### src/rtl/mult_sched_pkg.sv
// Shared types and widths for the two-requester multiplier scheduler.
package mult_sched_pkg;

  localparam int OP_W        = 32;
  localparam int PROD_W      = 64;
  localparam int TIMEOUT_DEF = 128;
  localparam int CNT_W       = 8;

  typedef enum logic [1:0] {
    S_IDLE,
    S_LAUNCH,
    S_WAIT,
    S_RESP
  } state_e;

endpackage

### src/rtl/mult_scheduler_if.sv
// Requester and multiplier signals of the scheduler; slave is the scheduler side.
interface mult_scheduler_if;
  import mult_sched_pkg::*;

  logic              req0, req1;
  logic [OP_W-1:0]   a0, b0, a1, b1;
  logic              ack0, ack1;
  logic              rsp_valid0, rsp_valid1;
  logic              rsp_ready0, rsp_ready1;
  logic [PROD_W-1:0] rsp_data;
  logic              rsp_err;
  logic              mul_go;
  logic [OP_W-1:0]   mul_multiplicand, mul_multiplier;
  logic              mul_done;
  logic [PROD_W-1:0] mul_product;

  modport slave (
    input  req0, req1, a0, b0, a1, b1, rsp_ready0, rsp_ready1, mul_done, mul_product,
    output ack0, ack1, rsp_valid0, rsp_valid1, rsp_data, rsp_err,
           mul_go, mul_multiplicand, mul_multiplier
  );

  modport master (
    output req0, req1, a0, b0, a1, b1, rsp_ready0, rsp_ready1, mul_done, mul_product,
    input  ack0, ack1, rsp_valid0, rsp_valid1, rsp_data, rsp_err,
           mul_go, mul_multiplicand, mul_multiplier
  );

endinterface

### src/rtl/mult_scheduler_rr_arbiter2.sv
// Two-way round-robin grant: on a tie the requester not served last wins.
module rr_arbiter2 (
  input  logic [1:0] req_i,
  input  logic       last_i,
  output logic [1:0] gnt_o
);

  always_comb begin
    gnt_o = req_i;
    if (req_i == 2'b11) begin
      gnt_o = last_i ? 2'b01 : 2'b10;
    end
  end

endmodule

### src/rtl/mult_scheduler.sv
// Shares one shift-add multiplier between two requesters, with round-robin
// arbitration and a timeout abort while waiting for the multiplier.
module mult_scheduler
  import mult_sched_pkg::*;
#(
  parameter int TIMEOUT = TIMEOUT_DEF
) (
  input logic            CLK,
  input logic            reset,
  mult_scheduler_if.slave bus
);

  // The wait ends when the incremented count reaches TIMEOUT-1, so the
  // abort lands exactly TIMEOUT cycles after the launch cycle.
  localparam logic [CNT_W-1:0] TERM_CNT = CNT_W'(TIMEOUT - 2);

  state_e            state_q;
  logic              owner_q;
  logic              last_q;
  logic [CNT_W-1:0]  cnt_q;
  logic [OP_W-1:0]   mcand_q, mplier_q;
  logic [PROD_W-1:0] result_q;
  logic              err_q;
  logic              ack0_q, ack1_q, mul_go_q;
  logic              rsp_valid0_q, rsp_valid1_q;

  logic [1:0]        gnt;
  logic              owner_d;
  logic [OP_W-1:0]   mcand_d, mplier_d;
  logic              owner_ready;

  rr_arbiter2 u_arb (
    .req_i  ({bus.req1, bus.req0}),
    .last_i (last_q),
    .gnt_o  (gnt)
  );

  always_comb begin
    owner_d     = gnt[1];
    mcand_d     = owner_d ? bus.a1 : bus.a0;
    mplier_d    = owner_d ? bus.b1 : bus.b0;
    owner_ready = owner_q ? bus.rsp_ready1 : bus.rsp_ready0;
  end

  // NOTE: state uses non-blocking assignments so every register samples the
  // pre-edge values; blocking here would create order-dependent races.
  always_ff @(posedge CLK) begin
    if (!reset) begin
      state_q      <= S_IDLE;
      owner_q      <= 1'b0;
      last_q       <= 1'b1;  // "last served = 1" gives requester 0 the first tie
      cnt_q        <= '0;
      mcand_q      <= '0;
      mplier_q     <= '0;
      result_q     <= '0;
      err_q        <= 1'b0;
      ack0_q       <= 1'b0;
      ack1_q       <= 1'b0;
      mul_go_q     <= 1'b0;
      rsp_valid0_q <= 1'b0;
      rsp_valid1_q <= 1'b0;
    end else begin
      ack0_q   <= 1'b0;
      ack1_q   <= 1'b0;
      mul_go_q <= 1'b0;
      unique case (state_q)
        S_IDLE: begin
          if (|gnt) begin
            owner_q  <= owner_d;
            mcand_q  <= mcand_d;
            mplier_q <= mplier_d;
            ack0_q   <= gnt[0];
            ack1_q   <= gnt[1];
            mul_go_q <= 1'b1;
            state_q  <= S_LAUNCH;
          end
        end
        S_LAUNCH: begin
          cnt_q   <= '0;
          state_q <= S_WAIT;
        end
        S_WAIT: begin
          if (bus.mul_done) begin
            result_q     <= bus.mul_product;
            err_q        <= 1'b0;
            rsp_valid0_q <= ~owner_q;
            rsp_valid1_q <= owner_q;
            state_q      <= S_RESP;
          end else if (cnt_q == TERM_CNT) begin
            result_q     <= '0;
            err_q        <= 1'b1;
            rsp_valid0_q <= ~owner_q;
            rsp_valid1_q <= owner_q;
            state_q      <= S_RESP;
          end else begin
            cnt_q <= cnt_q + 1'b1;
          end
        end
        S_RESP: begin
          if (owner_ready) begin
            rsp_valid0_q <= 1'b0;
            rsp_valid1_q <= 1'b0;
            err_q        <= 1'b0;
            last_q       <= owner_q;
            state_q      <= S_IDLE;
          end
        end
        default: state_q <= S_IDLE;
      endcase
    end
  end

  assign bus.ack0             = ack0_q;
  assign bus.ack1             = ack1_q;
  assign bus.mul_go           = mul_go_q;
  assign bus.mul_multiplicand = mcand_q;
  assign bus.mul_multiplier   = mplier_q;
  assign bus.rsp_valid0       = rsp_valid0_q;
  assign bus.rsp_valid1       = rsp_valid1_q;
  assign bus.rsp_data         = result_q;
  assign bus.rsp_err          = err_q;

endmodule
### src/flat_wrapper.sv
// flat-port wrapper written by rule: the top's interface ports become plain ports
module mult_scheduler_flat import mult_sched_pkg::*;
#(
  parameter int TIMEOUT = TIMEOUT_DEF
)
  (CLK, reset, bus_req0, bus_req1, bus_a0, bus_b0, bus_a1, bus_b1, bus_rsp_ready0, bus_rsp_ready1, bus_mul_done, bus_mul_product, bus_ack0, bus_ack1, bus_rsp_valid0, bus_rsp_valid1, bus_rsp_data, bus_rsp_err, bus_mul_go, bus_mul_multiplicand, bus_mul_multiplier);
  mult_scheduler_if bus_i ();
  input logic CLK;
  input logic reset;
  input wire logic [$bits(bus_i.req0)-1:0] bus_req0;
  input wire logic [$bits(bus_i.req1)-1:0] bus_req1;
  input wire logic [$bits(bus_i.a0)-1:0] bus_a0;
  input wire logic [$bits(bus_i.b0)-1:0] bus_b0;
  input wire logic [$bits(bus_i.a1)-1:0] bus_a1;
  input wire logic [$bits(bus_i.b1)-1:0] bus_b1;
  input wire logic [$bits(bus_i.rsp_ready0)-1:0] bus_rsp_ready0;
  input wire logic [$bits(bus_i.rsp_ready1)-1:0] bus_rsp_ready1;
  input wire logic [$bits(bus_i.mul_done)-1:0] bus_mul_done;
  input wire logic [$bits(bus_i.mul_product)-1:0] bus_mul_product;
  output wire logic [$bits(bus_i.ack0)-1:0] bus_ack0;
  output wire logic [$bits(bus_i.ack1)-1:0] bus_ack1;
  output wire logic [$bits(bus_i.rsp_valid0)-1:0] bus_rsp_valid0;
  output wire logic [$bits(bus_i.rsp_valid1)-1:0] bus_rsp_valid1;
  output wire logic [$bits(bus_i.rsp_data)-1:0] bus_rsp_data;
  output wire logic [$bits(bus_i.rsp_err)-1:0] bus_rsp_err;
  output wire logic [$bits(bus_i.mul_go)-1:0] bus_mul_go;
  output wire logic [$bits(bus_i.mul_multiplicand)-1:0] bus_mul_multiplicand;
  output wire logic [$bits(bus_i.mul_multiplier)-1:0] bus_mul_multiplier;
  assign bus_i.req0 = bus_req0;
  assign bus_i.req1 = bus_req1;
  assign bus_i.a0 = bus_a0;
  assign bus_i.b0 = bus_b0;
  assign bus_i.a1 = bus_a1;
  assign bus_i.b1 = bus_b1;
  assign bus_i.rsp_ready0 = bus_rsp_ready0;
  assign bus_i.rsp_ready1 = bus_rsp_ready1;
  assign bus_i.mul_done = bus_mul_done;
  assign bus_i.mul_product = bus_mul_product;
  assign bus_ack0 = bus_i.ack0;
  assign bus_ack1 = bus_i.ack1;
  assign bus_rsp_valid0 = bus_i.rsp_valid0;
  assign bus_rsp_valid1 = bus_i.rsp_valid1;
  assign bus_rsp_data = bus_i.rsp_data;
  assign bus_rsp_err = bus_i.rsp_err;
  assign bus_mul_go = bus_i.mul_go;
  assign bus_mul_multiplicand = bus_i.mul_multiplicand;
  assign bus_mul_multiplier = bus_i.mul_multiplier;
  mult_scheduler #(.TIMEOUT(TIMEOUT)) u_core (.CLK(CLK), .reset(reset), .bus(bus_i));
endmodule
### config.mk
export PLATFORM = sky130hd
export DESIGN_NAME = mult_scheduler_flat
export DESIGN_NICKNAME = d
export VERILOG_FILES = /design/src/rtl/mult_sched_pkg.sv /design/src/rtl/mult_scheduler_if.sv /design/src/rtl/mult_scheduler_rr_arbiter2.sv /design/src/rtl/mult_scheduler.sv /design/src/flat_wrapper.sv
export SDC_FILE = /design/constraint.sdc
export NUM_CORES = 1
export LEC_CHECK = 0
export ABC_CLOCK_PERIOD_IN_PS = 2300
export CAP_MARGIN = 20
export CORE_AREA = 2 2 131 133
export CTS_BUF_LIST = sky130_fd_sc_hd__clkbuf_8
export CTS_CLUSTER_DIAMETER = 80
export DETAILED_ROUTE_END_ITERATION = 16
export DIE_AREA = 0 0 133 135
export PLACE_DENSITY = 0.75
export SLEW_MARGIN = 30
export SYNTH_ARGS = -nofsm -noshare
export SYNTH_HDL_FRONTEND = slang
export SYNTH_SLANG_ARGS = --single-unit
### constraint.sdc
create_clock -name CLK -period 2.3 [get_ports CLK]
set_input_delay 0.23 -clock CLK [delete_from_list [all_inputs] [get_ports CLK]]
set_output_delay 0.23 -clock CLK [all_outputs]
set_load 0.01 [all_outputs]
Word-level counts from Yosys, hierarchy flattened
Cells that the tools add are included.
Widths: inputs -> output; s select.
{ "op_classes": {"n_addsub": 1, "eq_ne": 10, "muxes": 26, "n_bitwise": 1, "n_reduce_logical": 13} }
{ "ops": {"columns": ["operator", "n"], "rows": [
  ["$mux 64", 2],
  ["$mux 32", 2],
  ["$mux 8", 2],
  ["$pmux 8 s2", 1],
  ["$mux 2", 6],
  ["$reduce_and 3->1", 4],
  ["$mux 1", 9],
  ["$add 8x1->8 const B", 1],
  ["$eq 8x7->1 const B", 1],
  ["$pmux 2 s4", 1],
  ["$reduce_and 2->1", 4],
  ["$eq 2x2->1 const B", 3],
  ["$pmux 1 s2", 3],
  ["$reduce_bool 2->1", 3],
  ["$ne 2x1->1 const B", 2],
  ["$ne 2x2->1 const B", 2],
  ["$ne 3x2->1 const B", 1],
  ["$eq 2x1->1 const B", 1],
  ["$logic_not 2->1", 1],
  ["$reduce_or 2->1", 1],
  ["$not 1->1", 1]
]} }
{ "totals": {"regBits": 146, "out_inout_bits": 134, "wordCells": 64} }

Longest topological paths before layout
Gate-level depths: netlist of the first run.
{ "logic_depth": {"ltp_word": 5, "mapped_depth": 8} }

Hierarchy
From an unflattened synthesis of the first run, not the netlist that was laid out.
{ "hier_totals": {"cells_unflattened": 540, "hier_area_um2": 5765.5} }
{ "by_module_without_submodules": {"columns": ["mod", "instances", "cells_per_inst", "area_each_um2"], "rows": [
  ["mult_scheduler", 1, 537, 5746.8],
  ["rr_arbiter2", 1, 3, 18.8]
]} }

Worst setup path before layout of the first run
No wires, ideal clock.
{ "synth_timing": {"kind": "register -> register", "start": "register u_core.state_q[0]", "end": "register u_core.cnt_q[7]", "arrival_ns": 1.514, "path_slack_ns": 0.716, "stages_incl_launch_ff": 7, "synth_period_minus_slack_ns": 1.584, "path_cell_list": "dfxtp_1 > inv_1 > ha_1 > and4b_2 > nand3_2 > or4_1 > a21oi_1"} }
{ "synth_via": {"elab_chain_len": 3} }
{ "synth_rtl": {"columns": ["item", "line_no", "source"], "rows": [
  ["start: declaration", "mult_scheduler.sv:17", "state_e state_q;"],
  ["start signal: assignment", "mult_scheduler.sv:49", "state_q <= S_IDLE;"],
  ["start signal: assignment", "mult_scheduler.sv:75", "state_q <= S_LAUNCH;"],
  ["start signal: assignment", "mult_scheduler.sv:80", "state_q <= S_WAIT;"],
  ["$eq 2x2->1 or $eq 2x1->1 (tied branches)", "mult_scheduler.sv:66", "unique case (state_q)"],
  ["$ne 2x2->1 (no source line) or $reduce_bool 2->1 (tied branches)", null, null],
  ["$reduce_and 3->1 (no source line)", null, null],
  ["end signal: assignment", "mult_scheduler.sv:96", "cnt_q <= cnt_q + 1'b1;"],
  ["end: declaration", "mult_scheduler.sv:20", "logic [CNT_W-1:0] cnt_q;"]
]} }
Several ways; a longest one is shown, not always the timed one.
A chain may end at the register's enable or synchronous reset.

Worst setup path after layout of the first run
{ "layout_timing": {"start": "register u_core.state_q[0]", "end": "register u_core.result_q[3], in the netlist u_core.bus.rsp_data[3]"} }
{ "layout_via": {"elab_chain_len": 2} }
{ "layout_rtl": {"columns": ["item", "line_no", "source"], "rows": [
  ["$eq 2x2->1", "mult_scheduler.sv:66", null],
  ["$reduce_and 2->1 (no source line)", null, null],
  ["end signal: assignment", "mult_scheduler.sv:84", "result_q <= bus.mul_product;"],
  ["end: declaration", "mult_scheduler.sv:22", "logic [PROD_W-1:0] result_q;"]
]} }
No other way between the ends.

==> metrics, run 1 <==
DRC violations left=0; CTS Buffer Depth=2; gr busiest metal=met2; commonest non-fill, non-tap cell in the layout=clkdlybuf4s50_1; total grt overflow=0; Synth Area in Compound Gates=0.230; Post-Synthesis Cells=530; Finish-stage setup viols=0; pwr dens=894 nW/µm²; Cell Area, Synth=5830 µm²; port bufs=332; Initial DRT Pass Iterations=4; Worst setup EP type=flop; # hold bufs at CTS=0; pre-CTS WS=0.355 ns; RSZ-0062 raised after global routing=false; Iter 0 DRT Violations=256; footprint of the multi-input gates=2670 µm²; largest family of logic cells by synthesized area=compound AO/OA/AOI/OAI gates; minimum clock period=1.88 ns; Layout Cells excl Fill=1082; Max Fanout on Critical Path=64; Slew Limit Fails=0; Tcrit/Tclk final=0.816; GP Congestion=0.795; met3 Use GR=0.0597; #FFs+latches synth=146; HP Class=input pin to flop; num rows=47; Post-synth EDFFs=0; post-synthesis sequential area ratio=0.501; clk_skew=0.0216 ns; ys flop type=dfxtp_1; Yosys top cell by area=dfxtp_1; overall power=8.70 mW; Netlist cell types=42; Post-Route WL=18200 µm; crit path kind=flop to flop; dpl cells=1050; post-route design area=9720 µm²; initial antenna violation count=1; share of flip-flops with an asynchronous set or reset=0; cts repair resizes=0; clock root cell=clkbuf_8; mux cell area share after synthesis=0.122; Die Area=18000 µm²; top-area cell type share of the netlist area=0.501; Overall Global Routing Usage=0.199; Yosys warning count=0; DR vias/cell=4.82; Area after DPL=9360 µm²; Synth area leaders=dfxtp_1, mux2i_1, o211a_1, a22o_1, nand2_1; Detail Placement HPWL=13500 µm; vias in the first global route=5135; ANT nets after route=0; CTS Buf Count=17; Final Util=0.593; GRT met2 Usage=0.339; Synth-to-Final Area Change=66.6%; Starting Density=0.356; first-pass GRT wire length=28000 µm; Worst Hold Slack=0.210 ns; outcome=completed; Net Count, Synth=736; Final Hold Viols=0; Rel. slew slack=0.541; simple-gate portion of the synthesized area=0.0841; Fmax=0.533 GHz; post-synthesis xor/xnor area fraction=0.00150; most frequent cells in the layout=clkdlybuf4s50_1, dfxtp_1, nand2_1; CTS tree=yes; Via Count=5211; Worst Tran Pin Value=0.688 ns; Post-CTS Setup Repair Bufs=0; Leakage=4.31 nW; Storage cell area=2920 µm²; largest net degree at the start of global routing=65; setup TNS=0 ns; Routed WL per cell=16.9 µm; Critical Path AT=2.24 ns; Crit path required time=2.67 ns; Die X=133 µm; Setup WS post-layout=0.424 ns; Die Span Y=135 µm; IO Pins=333; CP startpoint kind=flop; VDD IR-drop max=604 µV; # fillers=1395; synthesized area per cell=11.0 µm²; core area=16400 µm²; Post-Synth Adder-Cell Area=0.0150; Worst-path clk slew=0.08 ns; MaxCap Viol Count=0; clk_lat worst skew=0.44 ns; final net count=1055; GR Layer Usage met1=0.238; H-tree levels=4; clock sinks=146; layout cells sized above 1=0.0616
logic make-up after synthesis:
kind of cell	Yosys count
buffers and inverters	49
adders and majority gates	7
xor gates and xnor gates	1
DFF	146
muxes	71
AOI/OAI and AO/OA	148
and+or+nand+nor	108
worst max-delay path: stages (launching register included):
cell and delay, ns:
dfxtp_1 0.35, inv_1 0.11, ha_1 0.33, and3_2 0.22, buf_4 0.52, a22o_1 0.24
layer usage:
metal | vias up | share of wire | wire [µm]
met5 | - | 0 | 0
li1 | 2592 | - | -
met3 | 22 | 0.050 | 915
met1 | 2458 | 0.42 | 7640
met2 | 139 | 0.51 | 9390
met4 | 0 | 0.017 | 302
report_power, final:
part           switching (mW)  internal [mW]  total, mW
Sequential              0.329           3.13       3.46
Clock                    1.01          0.877       1.89
Combinational            1.43           1.92       3.35
Total                    2.77           5.93       8.70
cell usage after synthesis, drive strengths merged, types with 4 or more instances:
cell type	number
ha	7
nand3	5
and3	4
o211a	64
nand2	77
dfxtp	146
inv	4
a21oi	5
clkbuf	18
a22o	64
mux2i	71
nor2	7
buf	27
sequential cells by signal (all words and copies together), names as in the netlist:
signal / flops
u_core.bus.ack1: 1
u_core.bus.rsp_data: 64
u_core.owner_q: 1
u_core.bus.rsp_valid1: 1
u_core.bus.mul_multiplier: 32
u_core.cnt_q: 8
u_core.bus.rsp_err: 1
u_core.bus.mul_go: 1
u_core.last_q: 1
u_core.state_q: 2
u_core.bus.mul_multiplicand: 32
u_core.bus.rsp_valid0: 1
u_core.bus.ack0: 1
final cells by class:
cell class,count,share of cell area
diodes,1,0.000257
repair buffers,345,0.358
clock inverters,13,0.0116
inverters,4,0.00154
multi-input cells,335,0.274
clock buffers,18,0.0255
flip-flops and latches,146,0.301
well taps,220,0.0283
final timing paths:
kind,startpoint,endpoint,slack [ns],depth (start not counted)
max reg2reg,u_core.state_q[0],u_core.bus.rsp_data[3],0.42,5
min reg2reg,u_core.bus.rsp_valid1,u_core.bus.rsp_valid1,0.46,2
min,reset,u_core.bus.rsp_valid0,0.21,3
max,u_core.state_q[0],u_core.bus.rsp_data[3],0.42,5
Note: power is estimated with default switching activity, not from simulation.
==> inputs of run 2 (changes only) <==
--- a/config.mk
+++ b/config.mk
@@ -5,14 +5,14 @@
 export SDC_FILE = /design/constraint.sdc
 export NUM_CORES = 1
 export LEC_CHECK = 0
-export ABC_CLOCK_PERIOD_IN_PS = 2300
+export ABC_CLOCK_PERIOD_IN_PS = 1800
 export CAP_MARGIN = 20
-export CORE_AREA = 2 2 131 133
+export CORE_AREA = 2 2 129 131
 export CTS_BUF_LIST = sky130_fd_sc_hd__clkbuf_8
 export CTS_CLUSTER_DIAMETER = 80
 export DETAILED_ROUTE_END_ITERATION = 16
-export DIE_AREA = 0 0 133 135
-export PLACE_DENSITY = 0.75
+export DIE_AREA = 0 0 131 133
+export PLACE_DENSITY = 0.77
 export SLEW_MARGIN = 30
 export SYNTH_ARGS = -nofsm -noshare
 export SYNTH_HDL_FRONTEND = slang
==> constraint.sdc (replaced) <==
create_clock -name CLK -period 1.8 [get_ports CLK]
set_input_delay 0.18 -clock CLK [delete_from_list [all_inputs] [get_ports CLK]]
set_output_delay 0.18 -clock CLK [all_outputs]
set_load 0.01 [all_outputs]
==> metrics, run 2 (same netlist as run 1, synthesis figures left out) <==
first-pass GRT wire length=29400 µm; WHS Path Cells=2; num rows=47; family with the most delay on the worst path=compound AO/OA/AOI/OAI gates; clk_lat worst skew=0.45 ns; Die Span Y=133 µm; layout cells sized above 1=0.0915; clock root cell=clkbuf_8; core area=16200 µm²; Finish-stage setup viols=0; Worst Hold Slack=0.0790 ns; Setup crit end=u_core.bus.rsp_data[34]; Detail Placement HPWL=14300 µm; largest net degree at the start of global routing=66; H-tree levels=4; IO Pins=333; GP Congestion=0.829; Buf/Inv on CP=2; Final Hold Viols=0; Rel. slew slack=0.752; most frequent cells in the layout=clkdlybuf4s50_1, dfxtp_1, nand2_1; Initial DRT Pass Iterations=5; clk_skew=0.0164 ns; Via Count=5410; CTS Buffer Depth=2; Iter 0 DRT Violations=237; initial antenna violation count=0; Die X=131 µm; WP depth=7; Critical Path AT=1.98 ns; Starting Density=0.361; CTS tree=yes; Crit path required time=2.12 ns; DR vias/cell=4.90; Worst setup EP type=flop; vias in the first global route=5513; Fmax=0.604 GHz; Die Area=17400 µm²; CP startpoint kind=flop; Max Fanout on Critical Path=19; Largest stage delay, worst path=0.32 ns; Slew Limit Fails=0; VDD IR-drop max=720 µV; MaxCap Viol Count=0; crit path kind=flop to flop; max reg flops=64; Worst Tran Pin Value=0.370 ns; Leakage=4.48 nW; clock sinks=146; FF-to-FF path depth=7; Routed WL per cell=16.9 µm; outcome=completed; r2r startpoint=u_core.cnt_q[0]; Overall Global Routing Usage=0.220; CTS Buf Count=17; port bufs=332; CP startpoint=u_core.cnt_q[0]; total grt overflow=0; r2r setup slk=0.14 ns; Crit-path slowest cell=dfxtp_1; ANT nets after route=0; Post-Route WL=18700 µm; HP Class=input pin to flop; pwr dens=1170 nW/µm²; commonest non-fill, non-tap cell in the layout=clkdlybuf4s50_1; Tcrit/Tclk final=0.920; Worst-path clk slew=0.08 ns; Inserted Diodes=0; minimum clock period=1.66 ns; R2R Path End=u_core.bus.rsp_data[34]; Synth-to-Final Area Change=72.6%; DRC violations left=0; RSZ-0062 raised after global routing=false; setup TNS=0 ns; critical path cell sequence=inv_1, ha_1, nand4b_2, o21bai_2, a21boi_4, buf_12, a22o_1; final net count=1078
run 2: cell count changes in the layout (fill, tap and decap cells not counted), sizes merged:
cell,before,now
clkinvlp,2,3
clkinv,7,3
bufinv,1,4
buf,14,37
clkbuf,18,19
diode,1,0
run 2: final cells by class:
cell class / count / area, µm²
clock buffers: 19 / 262
clock inverters: 13 / 200
fillers: 1349 / 6100
inverters: 4 / 15.0
multi-input cells: 335 / 2680
flip-flops and latches: 146 / 2920
well taps: 220 / 275
repair buffers: 368 / 3710
run 2: repair_timing:
item / CTS / global route
buffers inserted: 0 / 1
endpoints found under the setup margin: 0 / 62
hold buffers: 0 / 0
resized for setup: 0 / 4
run 2: where the power goes:
group | leakage, nW | switching (mW) | internal, mW
Combinational | 3.06 | 1.87 | 2.55
Sequential | 1.20 | 0.419 | 4.00
Clock | 0.223 | 1.36 | 1.61
run 2: how the worst min path moves through the flow:
stage / startpoint / endpoint
floorplan: bus_req1 / u_core.bus.ack0
global placement: u_core.bus.rsp_valid0 / u_core.bus.rsp_valid0
detailed placement: u_core.bus.rsp_valid0 / u_core.bus.rsp_valid0
CTS: reset / u_core.cnt_q[0]
global route: reset / u_core.cnt_q[1]
finish: reset / u_core.cnt_q[0]
run 2: routing by layer:
metal,wire length [µm],GRT usage,vias to the layer above,share of wire
met5,0,0,-,0
met4,565,0.0934,0,0.030
met3,1020,0.0631,40,0.055
met2,9560,0.367,163,0.51
met1,7520,0.262,2570,0.40
li1,-,-,2637,-
run 2: per-stage QoR:
stage,std cells,cell area (µm²),power (mW),utilization,setup WS (ns)
2_1_floorplan,530,5830,6.37,-,0.216
3_3_place_gp,1072,9590,8.85,0.593,0.00877
3_5_place_dp,1072,9590,8.92,0.593,-0.0164
4_1_cts,1104,10000,11.9,0.621,0.0354
5_1_grt,1105,10100,12.5,0.623,0.0177
6_report,1105,10100,11.8,0.623,0.143
==> inputs of run 3 (changes only) <==
--- a/config.mk
+++ b/config.mk
@@ -9,7 +9,6 @@
 export CAP_MARGIN = 20
 export CORE_AREA = 2 2 129 131
 export CTS_BUF_LIST = sky130_fd_sc_hd__clkbuf_8
-export CTS_CLUSTER_DIAMETER = 80
 export DETAILED_ROUTE_END_ITERATION = 16
 export DIE_AREA = 0 0 131 133
 export PLACE_DENSITY = 0.77
==> results of run 3 <==
Same layout as run 2: the final DEF is identical, and so are final timing and power.
